==> src/rtl/decodificador_gestos_pkg.sv <==
// Shared types and helpers for the debounced gesture decoder.
// Provides the thermometer decode rule, the output-buffer state enum and gesture codes.
package gestos_pkg;

    localparam int MAX_DEDOS = 32;

    localparam int GESTO_NINGUNO = 0;

    typedef enum logic {
        VACIO = 1'b0,
        LLENO = 1'b1
    } estado_buf_t;

    // A pattern of exactly k ones in bits [k-1:0], with k>=2 and k<=n, decodes to k-1.
    // Anything else (including a lone first finger) decodes to 0.
    function automatic logic [7:0] decodificar_dedos(input logic [MAX_DEDOS-1:0] e,
                                                      input int n);
        logic [MAX_DEDOS-1:0] patron;
        logic [7:0]           codigo;
        codigo = 8'd0;
        patron = MAX_DEDOS'(1);
        for (int k = 2; k <= MAX_DEDOS; k++) begin
            patron = {patron[MAX_DEDOS-2:0], 1'b1};
            if (k <= n && e == patron) codigo = 8'(k - 1);
        end
        return codigo;
    endfunction

endpackage

==> src/rtl/decodificador_gestos_filtro.sv <==
// Stability filter: a code is accepted once it has been seen unchanged long enough.
// Raises a one-cycle evento when the accepted code changes to a non-zero value.
module filtro_estabilidad
    import gestos_pkg::*;
#(
    parameter int CW             = 2,
    parameter int ESTABLE_CICLOS = 1000
) (
    input  logic          clk,
    input  logic          rst_n,
    input  logic [CW-1:0] codigo_raw,
    output logic [CW-1:0] codigo_actual,
    output logic          evento,
    output logic [CW-1:0] codigo_evento
);

    localparam int             CNT_W   = $clog2(ESTABLE_CICLOS) + 1;
    localparam logic [CNT_W-1:0] CNT_MAX = CNT_W'(ESTABLE_CICLOS - 1);

    logic [CW-1:0]    codigo_cand;
    logic [CNT_W-1:0] cnt;
    logic             aceptar;

    // cnt saturates at CNT_MAX, so reaching it with a matching raw code means "held long enough".
    assign aceptar       = (codigo_raw == codigo_cand) && (cnt == CNT_MAX)
                           && (codigo_cand != codigo_actual);
    assign evento        = aceptar && (codigo_cand != CW'(GESTO_NINGUNO));
    assign codigo_evento = codigo_cand;

    always_ff @(posedge clk or negedge rst_n) begin
        if (!rst_n) begin
            codigo_cand   <= '0;
            cnt           <= '0;
            codigo_actual <= '0;
        end else if (codigo_raw != codigo_cand) begin
            codigo_cand <= codigo_raw;
            cnt         <= '0;
        end else if (cnt < CNT_MAX) begin
            cnt <= cnt + CNT_W'(1);
        end else if (aceptar) begin
            codigo_actual <= codigo_cand;
        end
    end

endmodule

==> src/rtl/decodificador_gestos.sv <==
// Debounced finger-gesture decoder with a one-entry valid/ready event buffer.
// Define DECOD_GESTOS_SINCRONIZADOR_EN for a 2-flop input synchroniser (else one input register).
module decodificador_gestos
    import gestos_pkg::*;
#(
    parameter int N_DEDOS        = 4,
    parameter int ESTABLE_CICLOS = 1000,
    localparam int CW            = $clog2(N_DEDOS)
) (
    input  logic               clk,
    input  logic               rst_n,
    input  logic [N_DEDOS-1:0] entrada,
    input  logic               gesto_listo,
    input  logic               borrar_desborde,
    output logic [CW-1:0]      gesto,
    output logic               gesto_valido,
    output logic [CW-1:0]      codigo_actual,
    output logic               desborde,
    output estado_buf_t        estado
);

    logic [N_DEDOS-1:0] entrada_s;
    logic [CW-1:0]      codigo_raw;
    logic               evento;
    logic [CW-1:0]      codigo_evento;

`ifdef DECOD_GESTOS_SINCRONIZADOR_EN
    logic [N_DEDOS-1:0] entrada_m;

    always_ff @(posedge clk or negedge rst_n) begin
        if (!rst_n) begin
            entrada_m <= '0;
            entrada_s <= '0;
        end else begin
            entrada_m <= entrada;
            entrada_s <= entrada_m;
        end
    end
`else
    always_ff @(posedge clk or negedge rst_n) begin
        if (!rst_n) entrada_s <= '0;
        else        entrada_s <= entrada;
    end
`endif

    assign codigo_raw = CW'(decodificar_dedos(MAX_DEDOS'(entrada_s), N_DEDOS));

    filtro_estabilidad #(
        .CW             (CW),
        .ESTABLE_CICLOS (ESTABLE_CICLOS)
    ) u_filtro (
        .clk           (clk),
        .rst_n         (rst_n),
        .codigo_raw    (codigo_raw),
        .codigo_actual (codigo_actual),
        .evento        (evento),
        .codigo_evento (codigo_evento)
    );

    // Handshake: an event transfers on every rising edge where gesto_valido=1 and
    // gesto_listo=1; gesto holds steady while gesto_valido=1 and gesto_listo=0.
    always_ff @(posedge clk or negedge rst_n) begin
        if (!rst_n) begin
            estado       <= VACIO;
            gesto        <= '0;
            gesto_valido <= 1'b0;
            desborde     <= 1'b0;
        end else begin
            if (borrar_desborde) desborde <= 1'b0;
            case (estado)
                VACIO: begin
                    if (evento) begin
                        gesto        <= codigo_evento;
                        gesto_valido <= 1'b1;
                        estado       <= LLENO;
                    end
                end
                LLENO: begin
                    if (gesto_listo) begin
                        if (evento) begin
                            gesto <= codigo_evento;
                        end else begin
                            gesto_valido <= 1'b0;
                            estado       <= VACIO;
                        end
                    end else if (evento) begin
                        // Buffer full and not drained: drop the event; setting beats clearing.
                        desborde <= 1'b1;
                    end
                end
                default: estado <= VACIO;
            endcase
        end
    end

endmodule

==> config.mk <==
export PLATFORM = sky130hd
export DESIGN_NAME = decodificador_gestos
export DESIGN_NICKNAME = d
export VERILOG_FILES = /design/src/rtl/decodificador_gestos_pkg.sv /design/src/rtl/decodificador_gestos_filtro.sv /design/src/rtl/decodificador_gestos.sv
export SDC_FILE = /design/constraint.sdc
export NUM_CORES = 1
export LEC_CHECK = 0
export CAP_MARGIN = 20
export CORE_AREA = 2 2 50 52
export CTS_BUF_LIST = sky130_fd_sc_hd__clkbuf_4 sky130_fd_sc_hd__clkbuf_8
export CTS_CLUSTER_SIZE = 20
export DETAILED_ROUTE_END_ITERATION = 16
export DIE_AREA = 0 0 52 54
export MAX_ROUTING_LAYER = met4
export PLACE_DENSITY = 0.75
export SLEW_MARGIN = 5
export SYNTH_ARGS = -nofsm -noshare
export SYNTH_HDL_FRONTEND = slang
export SYNTH_SLANG_ARGS = --single-unit
==> constraint.sdc <==
create_clock -name clk -period 2.1 [get_ports clk]
set_input_delay 0.42 -clock clk [delete_from_list [all_inputs] [get_ports clk]]
set_output_delay 0.42 -clock clk [all_outputs]
set_load 0.005 [all_outputs]
### After elaboration in Yosys (flattened, before gate mapping)

Cells that the tools add are included.

* reduce and logical (&&, ||, !) cells: 7
* bitwise operators: 3
* equal/unequal tests: 10
* add/sub/neg operators: 1
* multiplexer cells: 19
* $lt $le $gt $ge: 1

Operators with widths (number)
* $mux 11: 2
* $add 11x1->11 const B: 1
* $eq 11x10->1 const B: 1
* $lt 11x10->1 const B: 1
* $mux 1: 10
* $mux 2: 4
* $ne 2x2->1 const B: 3
* $reduce_and 3->1: 2
* $eq 4x2->1 const B: 1
* $eq 4x3->1 const B: 1
* $eq 4x4->1 const B: 1
* $ne 2x2->1: 2
* $pmux 1 s2: 2
* $pmux 2 s2: 1
* $reduce_bool 2->1: 2
* $logic_and 1x1->1: 3
* $not 1->1: 3
* $eq 2x2->1: 1

* word-level logic and storage cells: 49
* input bits: 8
* register bits: 24

### Logic depth before layout (Yosys ltp)

Gate-level depths: netlist (run 1).

* word-level depth: 11
* depth in mapped cells: 6
* depth with buffers taken out: 6

### Hierarchy

A second synthesis (run 1) with hierarchy kept.

* cells, all modules: 99
* area, all modules: 1112.3 um^2

Modules (own cells, without submodules)
* filtro_estabilidad: area an instance 775.7 um^2, cells each 75, times used 1, seq. area each 375.4 um^2
* decodificador_gestos: area an instance 336.6 um^2, cells each 24, times used 1, seq. area each 225.2 um^2

### Worst setup path after synthesis (run 1)

Ideal clock, no wire load.

* path kind: register -> register
* from: register u_filtro.codigo_cand[1], in the netlist u_filtro.codigo_evento[1]
* to: register gesto[0]
* data arrival time: 1.978 ns
* buffers on the path: 1
* setup time: 0.125 ns
* clock period less this slack: 2.103 ns
* stages on the path, launching flop included: 7
* required time: 1.975 ns
* slack: -0.003 ns
* path through: dfrtp_1 -> clkbuf_1 -> or3b_1 -> a211oi_2 -> a221oi_2 -> or4b_4 -> mux2_4

* word-level cells in the longest chain between the ends: 7
* elaborated cells on any way between the ends: 9

Ends and longest elaborated chain
* start, declared: line decodificador_gestos_filtro.sv:20 `logic [CW-1:0] codigo_cand;`
* start signal, assigned: line decodificador_gestos_filtro.sv:36 `codigo_cand <= codigo_raw;`
* $eq 2x2->1: line decodificador_gestos_filtro.sv:25 `assign aceptar = (codigo_raw == codigo_cand) && (cnt == CNT_MAX)`
* $logic_and 1x1->1: line decodificador_gestos_filtro.sv:25
* $logic_and 1x1->1: line decodificador_gestos_filtro.sv:26 `&& (codigo_cand != codigo_actual);`
* $logic_and 1x1->1 *: line decodificador_gestos_filtro.sv:27 `assign evento = aceptar && (codigo_cand != CW'(GESTO_NINGUNO));`
* $mux 2 *
* $mux 2
* $pmux 2 s2 *
* end signal, assigned: line decodificador_gestos.sv:73 `gesto <= codigo_evento;`
* end signal, assigned: line decodificador_gestos.sv:81 `gesto <= codigo_evento;`
* end, declared: line decodificador_gestos.sv:15 `output logic [CW-1:0] gesto,`

Every way passes the cells marked *; elsewhere a longest branch is shown, timed or not. The select of a mux whose other input is x is not followed.
A chain may end at the register's enable or synchronous reset.

### Worst setup path after layout (run 1)

* from: register entrada_s[2]
* to: register gesto[1]

* word-level cells in the longest chain between the ends: 11
* elaborated cells on any way between the ends: 13

Ends and longest elaborated chain
* start, declared: line decodificador_gestos.sv:22 `logic [N_DEDOS-1:0] entrada_s;`
* start signal, assigned: line decodificador_gestos.sv:42 `else entrada_s <= entrada;`
* $eq 4x2->1: line decodificador_gestos_pkg.sv:24 `if (k <= n && e == patron) codigo = 8'(k - 1);`
* $mux 1: line decodificador_gestos_pkg.sv:24
* $mux 2: line decodificador_gestos_pkg.sv:24
* $mux 2 *: line decodificador_gestos_pkg.sv:24
* $eq 2x2->1 *: line decodificador_gestos_filtro.sv:25
* $logic_and 1x1->1 *: line decodificador_gestos_filtro.sv:25
* $logic_and 1x1->1 *: line decodificador_gestos_filtro.sv:26
* $logic_and 1x1->1 *: line decodificador_gestos_filtro.sv:27
* $mux 2 *
* $mux 2
* $pmux 2 s2 *

Marks and branches as above.

==> results of run 1 <==
==> path summary, 6_finish.rpt <==
path | startpoint | to | slack [ns] | depth (start not counted)
worst min-delay path | rst_n | entrada_s[0] | 0.46 | 2
min in group clk | estado | gesto_valido | 0.51 | 1
worst max register to register | entrada_s[2] | gesto[1] | 0.08 | 5
worst max-delay path | entrada_s[2] | gesto[1] | 0.08 | 5
max in group asynchronous | rst_n | u_filtro.cnt[2] | 1.41 | 2
worst min register to register | estado | gesto_valido | 0.51 | 1
==> layout make-up <==
cell class                      count  share of cell area [%]
Timing Repair Buffer               23                    15.1
Inverter                            4                    1.09
Multi-Input combinational cell     70                    34.9
Tap cell                           30                    2.72
Clock buffer                        4                    2.63
Sequential cell                    24                    43.6
==> registers in the layout (all words and copies together) (netlist names) <==
signal,count
u_filtro.codigo_evento,2
desborde,1
u_filtro.codigo_actual,2
gesto,2
gesto_valido,1
estado,1
entrada_s,4
u_filtro.cnt,11
==> stage by stage <==
stage                       TNS, ns  cell area, um2
after floorplan                   0            1100
after global placement            0            1330
after detailed placement          0            1330
after CTS                         0            1370
after global routing      -0.000277            1380
final                             0            1380
==> synthesized netlist by cell type, types with 2 or more instances <==
library cell | instances | area share (%)
a31oi_1 | 2 | 1.1
and3_1 | 2 | 1.1
clkbuf_1 | 2 | 0.68
dfrtp_1 | 24 | 54
inv_1 | 4 | 1.4
mux2_1 | 2 | 2.0
mux2_4 | 2 | 2.7
nand2_1 | 7 | 2.4
nand3_1 | 4 | 1.8
nor2_1 | 17 | 5.8
or3_1 | 2 | 1.1
or3b_1 | 2 | 1.6
xnor2_1 | 3 | 2.4
xor2_1 | 8 | 6.4
==> report_power, final <==
group / internal (mW) / switching, mW
logic: 0.0674 / 0.0601
registers: 0.493 / 0.0363
clock network: 0.106 / 0.134
total: 0.667 / 0.231
==> repair_timing <==
item | in CTS | in global routing
setup endpoints to repair | 0 | 4
gates resized for setup | 0 | 1
setup buffers | 0 | 1
==> routing by layer <==
metal  share of wire, %  vias up
met4               0.93        0
met2                 49       12
met1                 47      380
li1                   -      395
met5                  0        -
met3                3.3        2
==> cells by family (layout without fill, tap and decap cells) <==
logic type                 after synthesis  after routing
buffers and inverters                    6             31
adders and majority gates                1              1
muxes                                    5              5
and+or+nand+nor                         42             42
DFF                                     24             24
xor gates and xnor gates                11             11
AOI/OAI and AO/OA                       11             11
==> out/qor.yml, run 1 <==
final_layout:
  final_common_cell: "dfrtp_1"
  layout_common_cells: "dfrtp_1, nor2_1, clkdlybuf4s50_1"
  post-route-util_pct: 59.4
  final-instance-count-excl-fill: 155
  drive_gt1_share_pct: 16.0
  seq_area_um2: 601
  multi_input_area_um2: 482
  diodes: 0
  nets: 135
  area_growth_pct: 25.1
  fill_cells: 200
floorplanning:
  coreArea_um2: 2320
  die_area_um2: 2810
  die_w_um: 52
  start_util_pct: 47.5
  fp.dieH_um: 54
  io_pins: 15
  rows: 18
global_routing:
  use_met1_pct: 20.6
  grt_start_max_net_pins: 25
  grt_pass1_wl_um: 3350
  met2_usage_pct: 27.4
  grt-busiest-layer: "met2"
  grt_antenna_before_repair: 0
  grt-ovfl-total: 0
  grt_usage_pct: 16.8
  use_met3_pct: 3.33
  grt_pass1_vias: 776
clock_tree:
  htree_num_levels: 1
  cts_buffers: 3
  insertion_delay_ns: 0.31
  clockRootBuffer: "clkbuf_4"
  cts_buffer_depth: 2
  clkTransAtPathRegs_ns: 0.13
  clock_sinks: 24
  hold_buffers: 0
  cts_tree: "yes"
drt:
  vias_per_cell: 5.09
  drt_iter0_markers: 7
  wl_um: 1930
  final_antenna_net_count: 0
  vias: 789
  avgRoutedWirePerCell_um: 12.5
  route.detailed.drc: 0
  drt_first_pass_iters: 4
synth:
  ys_seq_area_share_pct: 54.5
  synth_compound_gate_area_share_pct: 8.40
  synthAdderAreaFrac_pct: 1.14
  avgSynthCellArea_um2: 11.0
  muxShareOfSynthArea_pct: 5.68
  ys_seq_elements: 24
  syn_area_um2: 1100
  synth-simple-area-share_pct: 19.5
  async_flop_share_pct: 100
  synth_fp_nets: 109
  synth-xor-area-share_pct: 8.74
  synth_edf_count: 0
  syn_inst: 100
  ys_types: 33
  yosysWarnings: 0
  yosys_most_used_dff: "dfrtp_1"
  synth_top_family_by_area: "simple AND/OR/NAND/NOR gates"
sta:
  setup_violations: 0
  worst_pin_slew_ns: 0.317
  layout_setup_ws_ns: 0.0810
  clock_skew_ns: 0.00238
  rsz0062_at_grt: "yes"
  hold_slack_ns: 0.464
  final_hold_viol_count: 0
  period_needed_ns: 2.02
  maxSlewHeadroom_pct: 78.7
  fmax_mhz: 495
  slew_viol_final: 0
  layout_worst_path_cycle_share_pct: 96.1
run_status:
  status: "completed"
placed_design:
  hpwl_um: 1430
  gp_congestion: 0.846
  pre_cts_ws_ns: 0.0461
  dp.cells: 150
  portBuffers: 14
power_and_ir_drop:
  total_power_uw: 897
  p_leak_nw: 0.636
  vdd.ir_drop.worst_mv: 0.374
  power.density_nw_per_um2: 651
setup_path:
  cpPeakStageDelay_ns: 0.51
  start_kind: "flip-flop"
  crit_fanout: 4
  critPathTopFamily: "simple AND/OR/NAND/NOR gates"
  cp_slowest_cell: "or4b_4"
  crit_type: "reg -> reg"
  arrival_ns: 2.23
  worstPathCellList: "or3b_4 -> a211oi_2 -> a221oi_2 -> or4b_4 -> mux2_4"
  worstPathRequired_ns: 2.31
  critPathCaptureType: "flip-flop"
  critical_path_buf_inv_count: 0
flow_run:
  cap_viol_max_count: 0
min_path:
  hold_class: "in -> async"
Power figures use the tool's default switching activity.
==> run 2: changes to the inputs <==
PLACE_DENSITY = 0.72   (was 0.75)
clock period = 2.6 ns   (was 2.1 ns; I/O delays follow)
==> run 2 against run 1 <==
  * Sequential power down 19%
  * Utilization down 1.7 points
  * Critical path type unchanged
  * Global-route usage up 0.25 points
  * Largest power group unchanged
  * First-iteration DRC count up 57%
  * Routed wire length up 0.62%
  * Fmax down 12%
  * Critical path depth unchanged
  * Register-to-register slack better by 0.22 ns
  * Non-clock buffer count down 7
  * Via count down 3.7%
  * Flip-flop and latch count unchanged
  * Clock power up 10%
==> out/qor.yml, run 2 (synthesis results as in run 1) <==
sta:
  slew_viol_final: 0  # unchanged
  maxSlewHeadroom_pct: 31.4  # was 78.7%
  period_needed_ns: 2.30  # was 2.02 ns
  layout_setup_ws_ns: 0.300  # was 0.0810 ns
  timing.setup.tns_ns: 0  # unchanged
  fmax_mhz: 435  # was 495 MHz
  setup_violations: 0  # unchanged
  layout_worst_path_cycle_share_pct: 88.5  # was 96.1%
  rsz0062_at_grt: "no"  # was yes
  clock_skew_ns: 0.00814  # was 0.00238 ns
  worst_pin_slew_ns: 1.03  # was 0.317 ns
  final_hold_viol_count: 0  # unchanged
global_routing:
  grt_usage_pct: 17.0  # was 16.8%
  grt-ovfl-total: 0  # unchanged
  grt_pass1_vias: 716  # was 776
  grt_antenna_before_repair: 0  # unchanged
  grt_start_max_net_pins: 25  # unchanged
  grt_pass1_wl_um: 3210  # was 3350 um
placed_design:
  pre_cts_ws_ns: 0.334  # was 0.0461 ns
  portBuffers: 14  # unchanged
  hpwl_um: 1450  # was 1430 um
  placed_cell_area_um2: 1290  # was 1330 um2
  dp.cells: 144  # was 150
  gp_congestion: 0.794  # was 0.846
floorplanning:
  io_pins: 15  # unchanged
  die_w_um: 52  # unchanged
  start_util_pct: 47.5  # unchanged
  die_area_um2: 2810  # unchanged
  rows: 18  # unchanged
  coreArea_um2: 2320  # unchanged
  fp.dieH_um: 54  # unchanged
final_layout:
  diodes: 0  # unchanged
  layout_common_cells: "dfrtp_1, nor2_1, clkdlybuf4s50_1"  # unchanged
  reg.largest.list: "u_filtro.cnt x11, entrada_s x4"  # unchanged
  final-instance-count-excl-fill: 148  # was 155
  final_common_cell: "dfrtp_1"  # unchanged
  final_cell_area_um2: 1340  # was 1380 um2
  largest_reg_flops: 11  # unchanged
  area_growth_pct: 21.6  # was 25.1%
  nets: 128  # was 135
  regMostFlops: "u_filtro.cnt"  # unchanged
  post-route-util_pct: 57.8  # was 59.4%
  fill_cells: 202  # was 200
  drive_gt1_share_pct: 10.2  # was 16.0%
setup_path:
  startpoint: "u_filtro.codigo_evento[0]"  # was entrada_s[2]
  critPathCaptureType: "flip-flop"  # unchanged
  cp_slowest_cell: "a221oi_2"  # was or4b_4
  path_depth: 5  # unchanged
  critical_path_buf_inv_count: 0  # unchanged
  worstPathRequired_ns: 2.81  # was 2.31 ns
  crit_type: "reg -> reg"  # unchanged
  cpPeakStageDelay_ns: 0.86  # was 0.51 ns
  critPathTopFamily: "compound AO/OA/AOI/OAI gates"  # was simple AND/OR/NAND/NOR gates
  timing.rr.start: "u_filtro.codigo_evento[0]"  # was entrada_s[2]
  r2r-end: "u_filtro.codigo_actual[1]"  # was gesto[1]
  start_kind: "flip-flop"  # unchanged
  crit_fanout: 15  # was 4
  worstPathCellList: "or3_1 -> o21ai_1 -> a221oi_2 -> or3b_1 -> mux2_1"  # was or3b_4 -> a211oi_2 -> a221oi_2 -> or4b_4 -> mux2_4
  endpoint: "u_filtro.codigo_actual[1]"  # was gesto[1]
  rrSetupSlack_ns: 0.30  # was 0.08 ns
  arrival_ns: 2.51  # was 2.23 ns
  worst-r2r-cell-count: 5  # unchanged
drt:
  avgRoutedWirePerCell_um: 13.1  # was 12.5 um
  wl_um: 1940  # was 1930 um
  drt_first_pass_iters: 4  # unchanged
  route.detailed.drc: 0  # unchanged
  vias: 760  # was 789
  final_antenna_net_count: 0  # unchanged
  drt_iter0_markers: 11  # was 7
  vias_per_cell: 5.14  # was 5.09
power_and_ir_drop:
  clkPwrFrac_pct: 33.8  # was 26.8%
  p_leak_nw: 0.607  # was 0.636 nW
  power.switching_uw: 185  # was 231 uW
  combPwrFrac_pct: 11.5  # was 14.2%
  intPower_uw: 600  # was 667 uW
  power.density_nw_per_um2: 586  # was 651 nW/um2
  seqPwrFrac_pct: 54.7  # was 59.0%
  swShare_pct: 23.5  # was 25.7%
  vdd.ir_drop.worst_mv: 0.441  # was 0.374 mV
clock_tree:
  cts_tree: "yes"  # unchanged
  cts_resized: 0  # unchanged
  insertion_delay_ns: 0.32  # was 0.31 ns
  postCtsSetupBuffers: 0  # unchanged
  clkTransAtPathRegs_ns: 0.13  # about the same
  htree_num_levels: 1  # unchanged
  cts_buffers: 3  # unchanged
  hold_buffers: 0  # unchanged
  clockRootBuffer: "clkbuf_4"  # unchanged
  cts_buffer_depth: 2  # unchanged
  clock_sinks: 24  # unchanged
flow_run:
  cap_viol_max_count: 0  # unchanged
min_path:
  hold_class: "reg -> reg"  # was in -> async
run_status:
  status: "completed"  # unchanged
==> run 2: final cells by class <==
cell class              instances  area [um2]  area share, %
well taps                      30        37.5           2.80
clock inverters                 1        30.0           2.24
repair buffers                 16         155           11.6
inverters                       4        15.0           1.12
flip-flops and latches         24         601           44.8
clock buffers                   3        22.5           1.68
multi-input cells              70         479           35.8
==> run 2: power by group through the flow <==
stage | Clock (mW) | Sequential [mW] | Combinational, mW
final | 0.265 | 0.429 | 0.0905
after CTS | 0.274 | 0.430 | 0.0928
after global placement | 0 | 0.434 | 0.0887
after global routing | 0.289 | 0.436 | 0.104
after floorplan | 0 | 0.428 | 0.0617
after detailed placement | 0 | 0.436 | 0.0929
==> run 2: routing by layer <==
metal  track usage, %  vias up  wire [um]  part of all wire (%)
met3             4.17        5         61                   3.1
met2             26.6       12        943                    49
met5                -        -          0                     0
met4             9.21        0         48                   2.5
li1                 -      379          -                     -
met1             20.4      364        889                    46
==> run 2: how the worst min path moves through the flow <==
stage                     slack, ns  cells after the start  startpoint                         to
after floorplan                0.22                      0       rst_n                   desborde
after global placement         0.48                      1      estado               gesto_valido
after detailed placement       0.50                      1      estado               gesto_valido
after CTS                      0.52                      1      estado               gesto_valido
after global routing           0.56                      2       rst_n  u_filtro.codigo_evento[1]
final                          0.51                      1      estado               gesto_valido
==> run 2: stage by stage <==
| step | hold WS [ns] | power, mW |
|---|---|---|
| final | 0.511 | 0.785 |
| after global routing | 0.555 | 0.828 |
| after CTS | 0.517 | 0.797 |
| after detailed placement | 0.500 | 0.529 |
| after global placement | 0.483 | 0.523 |
| after floorplan | 0.224 | 0.490 |
==> run 2: worst register-to-register path, delay by kind of cell, from the launching register on <==
kind,cells,cell delay [ns]
AND/OR/NAND/NOR,2,0.43
AO/OA/AOI/OAI,2,0.92
flip-flops,1,0.49
multiplexers,1,0.35
